<file path="src/rtl/lcd_bl_pkg.sv">
`default_nettype none
// ============================================================================
// Module   : lcd_bl_pkg
// Brief    : Shared defaults and state encoding for the LCD backlight ramp.
// Revision : 1.0 - initial release
// ============================================================================
package lcd_bl_pkg;

  localparam int DEF_PERIOD    = 4000;
  localparam int DEF_RAMP_STEP = 16;
  localparam int DEF_DUTY_W    = 12;

  typedef logic [1:0] bl_state_t;

  localparam bl_state_t ST_OFF       = 2'd0;
  localparam bl_state_t ST_RAMP_UP   = 2'd1;
  localparam bl_state_t ST_ON        = 2'd2;
  localparam bl_state_t ST_RAMP_DOWN = 2'd3;

endpackage
`default_nettype wire

</file>
<file path="src/rtl/lcd_bl_pwm_gen.sv">
`default_nettype none
// ============================================================================
// Module   : lcd_bl_pwm_gen
// Brief    : Free-running period counter with registered duty comparator.
// Revision : 1.0 - initial release
// ============================================================================
module lcd_bl_pwm_gen
  import lcd_bl_pkg::*;
#(
  parameter int PERIOD = DEF_PERIOD,
  parameter int DUTY_W = DEF_DUTY_W
) (
  input  logic              clk,
  input  logic              rst_n,
  input  logic [DUTY_W-1:0] duty,
  output logic              tick,
  output logic              pwm
);

  localparam logic [DUTY_W-1:0] LAST = DUTY_W'(PERIOD - 1);
  localparam logic [DUTY_W-1:0] ONE  = DUTY_W'(1);

  logic [DUTY_W-1:0] cnt;

  assign tick = (cnt == LAST);

  always_ff @(posedge clk or negedge rst_n) begin
    if (!rst_n) begin
      cnt <= '0;
      pwm <= 1'b0;
    end else begin
      cnt <= tick ? '0 : cnt + ONE;
      pwm <= (cnt < duty);
    end
  end

endmodule
`default_nettype wire

</file>
<file path="src/rtl/lcd_bl_ramp_ctrl.sv">
`default_nettype none
// ============================================================================
// Module   : lcd_bl_ramp_ctrl
// Brief    : Backlight PWM with per-period duty ramping; LCD_BL_SOFT_RAMP_EN
//            enables gradual ramping, otherwise duty jumps to target at tick.
// Revision : 1.0 - initial release
// ============================================================================
module lcd_bl_ramp_ctrl
  import lcd_bl_pkg::*;
#(
  parameter int PERIOD    = DEF_PERIOD,
  parameter int RAMP_STEP = DEF_RAMP_STEP,
  parameter int DUTY_W    = DEF_DUTY_W
) (
  input  logic              I_clk,
  input  logic              I_rst_n,
  input  logic              I_bl_on,
  input  logic [DUTY_W-1:0] I_target_duty,
  output logic              O_lcd_pwm,
  output logic [1:0]        O_bl_state,
  output logic [DUTY_W-1:0] O_cur_duty,
  output logic              O_ramp_done
);

`ifdef LCD_BL_SOFT_RAMP_EN
  localparam int STEP_LIM = RAMP_STEP;
`else
  // A step spanning the whole duty range turns every tick into a direct jump.
  localparam int STEP_LIM = (RAMP_STEP > PERIOD) ? RAMP_STEP : PERIOD;
`endif

  localparam logic [DUTY_W-1:0] PER  = DUTY_W'(PERIOD);
  localparam logic [DUTY_W-1:0] STEP = DUTY_W'((STEP_LIM > PERIOD) ? PERIOD : STEP_LIM);

  logic              tick;
  logic [DUTY_W-1:0] cur_duty;
  logic [DUTY_W-1:0] nxt_duty;
  logic [DUTY_W-1:0] tgt_clamp;
  logic [DUTY_W-1:0] target_eff;
  logic [DUTY_W-1:0] diff;
  bl_state_t         state;
  bl_state_t         nxt_state;
  logic              done_r;
  logic              nxt_done;

  lcd_bl_pwm_gen #(
    .PERIOD (PERIOD),
    .DUTY_W (DUTY_W)
  ) u_pwm_gen (
    .clk   (I_clk),
    .rst_n (I_rst_n),
    .duty  (cur_duty),
    .tick  (tick),
    .pwm   (O_lcd_pwm)
  );

  always_ff @(posedge I_clk or negedge I_rst_n) begin
    if (!I_rst_n) begin
      state    <= ST_OFF;
      cur_duty <= '0;
      done_r   <= 1'b0;
    end else begin
      state    <= nxt_state;
      cur_duty <= nxt_duty;
      done_r   <= nxt_done;
    end
  end

  // Differences are taken only in the direction that is known non-negative,
  // and cur + step never exceeds target_eff <= PERIOD.
  always_comb begin
    tgt_clamp  = (I_target_duty > PER) ? PER : I_target_duty;
    target_eff = I_bl_on ? tgt_clamp : '0;
    diff       = '0;
    nxt_duty   = cur_duty;
    nxt_state  = state;
    nxt_done   = 1'b0;
    if (tick) begin
      if (cur_duty < target_eff) begin
        diff     = target_eff - cur_duty;
        nxt_duty = cur_duty + ((diff > STEP) ? STEP : diff);
      end else if (cur_duty > target_eff) begin
        diff     = cur_duty - target_eff;
        nxt_duty = cur_duty - ((diff > STEP) ? STEP : diff);
      end

      if (nxt_duty < target_eff) begin
        nxt_state = ST_RAMP_UP;
      end else if (nxt_duty > target_eff) begin
        nxt_state = ST_RAMP_DOWN;
      end else if (I_bl_on) begin
        nxt_state = ST_ON;
      end else begin
        nxt_state = ST_OFF;
      end

      nxt_done = (nxt_duty != cur_duty) && (nxt_duty == target_eff);
    end
  end

  always_comb begin
    O_bl_state  = state;
    O_cur_duty  = cur_duty;
    O_ramp_done = done_r;
  end

endmodule
`default_nettype wire

</file>
<file path="config.mk">
export PLATFORM = sky130hd
export DESIGN_NAME = lcd_bl_ramp_ctrl
export DESIGN_NICKNAME = d
export VERILOG_FILES = /design/src/rtl/lcd_bl_pkg.sv /design/src/rtl/lcd_bl_pwm_gen.sv /design/src/rtl/lcd_bl_ramp_ctrl.sv
export SDC_FILE = /design/constraint.sdc
export NUM_CORES = 1
export LEC_CHECK = 0
export CAP_MARGIN = 15
export CORE_MARGIN = 10
export CORE_UTILIZATION = 30
export DETAILED_ROUTE_END_ITERATION = 16
export SYNTH_ARGS = -nofsm -noshare
export SYNTH_HDL_FRONTEND = slang
export SYNTH_SLANG_ARGS = --single-unit
</file>
<file path="constraint.sdc">
create_clock -name I_clk -period 11 [get_ports I_clk]
set_input_delay 2.2 -clock I_clk [delete_from_list [all_inputs] [get_ports I_clk]]
set_output_delay 2.2 -clock I_clk [all_outputs]
set_load 0.05 [all_outputs]
</file>
==> results by group <==
Logic synthesis
  – Post-synthesis sequential area ratio: 0.141
  – Post-synth EDFFs: 0
  – Largest area contributor in the netlist: ha_1
  – Async SR Flop Fraction: 1.00
  – Synth Net Count: 722
  – Ys Warns: 0
  – Unique masters post-synth: 83
  – Ys flop type: dfrtp_1
  – Seq cells post-synth: 28
  – Top-area cell type share of the netlist area: 0.174
  – Cells after Synth: 634
  – Synthesized area per cell: 7.83 um2
  – Post-Synthesis Cell Area: 0.00497 mm2
  – Top cells by area, synth: ha_1 (17%), dfrtp_1 (14%), xnor2_1 (6.2%)

Final layout
  – Most common cell after layout, fill and taps aside: ha_1
  – Antenna Cells: 0
  – Design Area, Final: 0.00555 mm2
  – Nets: 738
  – Share of post-route cells with drive strength above 1: 0.0740
  – Final core utilization: 0.345
  – Area grow syn2layout: 11.7%
  – Most frequent cells in the layout: ha_1 (69), nand2_1 (60), a21oi_1 (49)
  – FILL cells: 1,734

STA
  – Fmax: 105 MHz
  – Min cycle time layout: 9500 ps
  – Finish-stage setup viols: 0
  – Final TNS setup: 0 ps
  – Hold Vio Cnt, Final: 0
  – Post-Route Skew: 2.49 ps
  – Max-slew violation count: 0
  – Unrepaired setup endpoints after global routing: false
  – Worst Max-Slew Pin Slew: 605 ps
  – Final Cycle Share: 0.863
  – Slew headroom: 0.592

Die
  – Core area: 0.0161 mm2
  – Boundary Pins: 31
  – Die height: 149 um
  – Total Die Area: 0.0221 mm2
  – Effective utilization at floorplan: 0.309
  – Num rows: 46
  – Die X: 149 um

Clock network
  – CTS root buffer: clkbuf_16
  – CTS tree: built
  – Gates resized, CTS repair: 0
  – Clk_lat worst skew: 270 ps
  – Worst-path clk slew: 70 ps
  – H-tree Lvls: 1
  – Longest Clk Path Bufs: 2
  – Number of CTS-inserted buffers: 3
  – Post-CTS setup buffer count: 0
  – CTS Hold Buffers Added: 0
  – CTS sink count: 28

Global routing
  – Global-route wire length before repair: 24,600 um
  – Largest net degree at the start of global routing: 29
  – Overall routing resource usage: 0.137
  – Number of global-route vias before repair: 4,579
  – Initial antenna violation count: 0
  – Global route overflow: 0

Pwr
  – Pwr Density: 79.2 mW/mm2
  – Worst VDD drop: 0.0657 mV
  – Leak: 0.00249 uW

Placement
  – Post-place instance area: 0.00546 mm2
  – Post-DP HPWL: 12,800 um
  – I/O Buffers: 30
  – Gpl congestion: 0.905

Setup path
  – CP bufs+invs: 2
  – Critical path class: in2reg
  – Max stage delay on crit path: 640 ps
  – CP Max Fanout: 10
  – Stages on the worst setup path: 29
  – CP top delay family: compound AO/OA/AOI/OAI gates
  – CP Capture Type: flip-flop
  – Slowest-stage cell, CP: o41ai_1
  – Worst path arrival time: 9670 ps
  – Crit path launch type: primary input
  – Worst reg2reg path depth: 23
  – Worst path required time: 11,170 ps

Routing
  – Wire per inst: 17.7 um
  – Final WL: 15,300 um
  – Drt first pass iters: 5
  – Drc violations: 0
  – Post-route ant nets: 0
  – Vias per cell: 5.48
  – Via Count: 4,738
  – Initial DRC Count: 352

Flow run
  – Max-Cap Viols: 0

Outcome
  – Outcome: finished clean

Min path
  – Hold Path Depth: 1
  – Hold Path Class: reg2reg
area by class of cell:
| class | count | area (um2) | share of cell area |
|---|---|---|---|
| Timing Repair Buffer | 36 | 345 | 0.0622 |
| Multi-Input combinational cell | 544 | 4000 | 0.722 |
| Clock buffer | 4 | 88.8 | 0.0160 |
| Inverter | 37 | 139 | 0.0250 |
| Sequential cell | 28 | 701 | 0.126 |
| Tap cell | 216 | 270 | 0.0487 |
path summary, 6_finish.rpt:
| path | startpoint | to | slack [ps] |
|---|---|---|---|
| max | I_target_duty[11] | O_ramp_done$_DFF_PN0_ | 1500 |
| min in group asynchronous | I_rst_n | O_bl_state[0]$_DFFE_PN0N_ | 2310 |
| min | u_pwm_gen.cnt[0]$_DFF_PN0_ | u_pwm_gen.cnt[0]$_DFF_PN0_ | 510 |
| max in group asynchronous | I_rst_n | O_cur_duty[3]$_DFFE_PN0N_ | 8410 |
| min reg2reg | u_pwm_gen.cnt[0]$_DFF_PN0_ | u_pwm_gen.cnt[0]$_DFF_PN0_ | 510 |
| max reg2reg | O_cur_duty[1]$_DFFE_PN0N_ | O_ramp_done$_DFF_PN0_ | 4010 |
sequential cells by signal (all words and copies together), names as in the netlist:
signal / cells
u_pwm_gen.pwm: 1
O_ramp_done: 1
O_cur_duty: 12
O_bl_state: 2
u_pwm_gen.cnt: 12
stage by stage:
step / setup WS, ps / total power (uW) / hold slack, ps / instances
final: 1500 / 439 / 507 / 865
after detailed placement: 1200 / 345 / 501 / 861
after CTS: 1420 / 440 / 511 / 865
after global routing: 804 / 472 / 544 / 865
after floorplan: 2880 / 283 / 460 / 634
after global placement: 1210 / 346 / 505 / 861
cells in the mapped netlist (6+ instances only):
library cell and number:
or2_2 6, nor3_1 17, nand2b_1 8, nand2_1 60, ha_1 69, nand4_1 16
nor2b_1 10, inv_1 36, and3_1 11, o211ai_1 7, o21bai_1 6, o21ai_0 27
clkbuf_1 14, a21o_1 17, dfrtp_1 28, buf_2 6, a21oi_1 49, nor2_1 43
xor2_1 21, xnor2_1 35, o21ai_1 7, nand3_1 22, and2_1 6
report_power, final:
part,internal [uW],switching (uW)
clock network,55.9,36.3
registers,103,0.00674
logic,98.2,146
cells by family after synthesis:
kind of cell,after synthesis,share of synthesized area
xor gates and xnor gates,58,0.107
DFF,28,0.141
buffers and inverters,62,0.0537
adders and majority gates,73,0.190
muxes,7,0.0151
and+or+nand+nor,232,0.246
AOI/OAI and AO/OA,174,0.248
per-layer routing:
| metal | vias to the layer above | wire, um | global-route usage | part of all wire |
|---|---|---|---|---|
| met5 | - | 0 | 0 | 0 |
| met1 | 2239 | 7210 | 0.187 | 0.47 |
| met2 | 135 | 7140 | 0.226 | 0.47 |
| li1 | 2348 | - | - | - |
| met3 | 16 | 765 | 0.00941 | 0.050 |
| met4 | 0 | 220 | 0.0347 | 0.014 |
No activity file was read; power rests on OpenSTA's default activity.
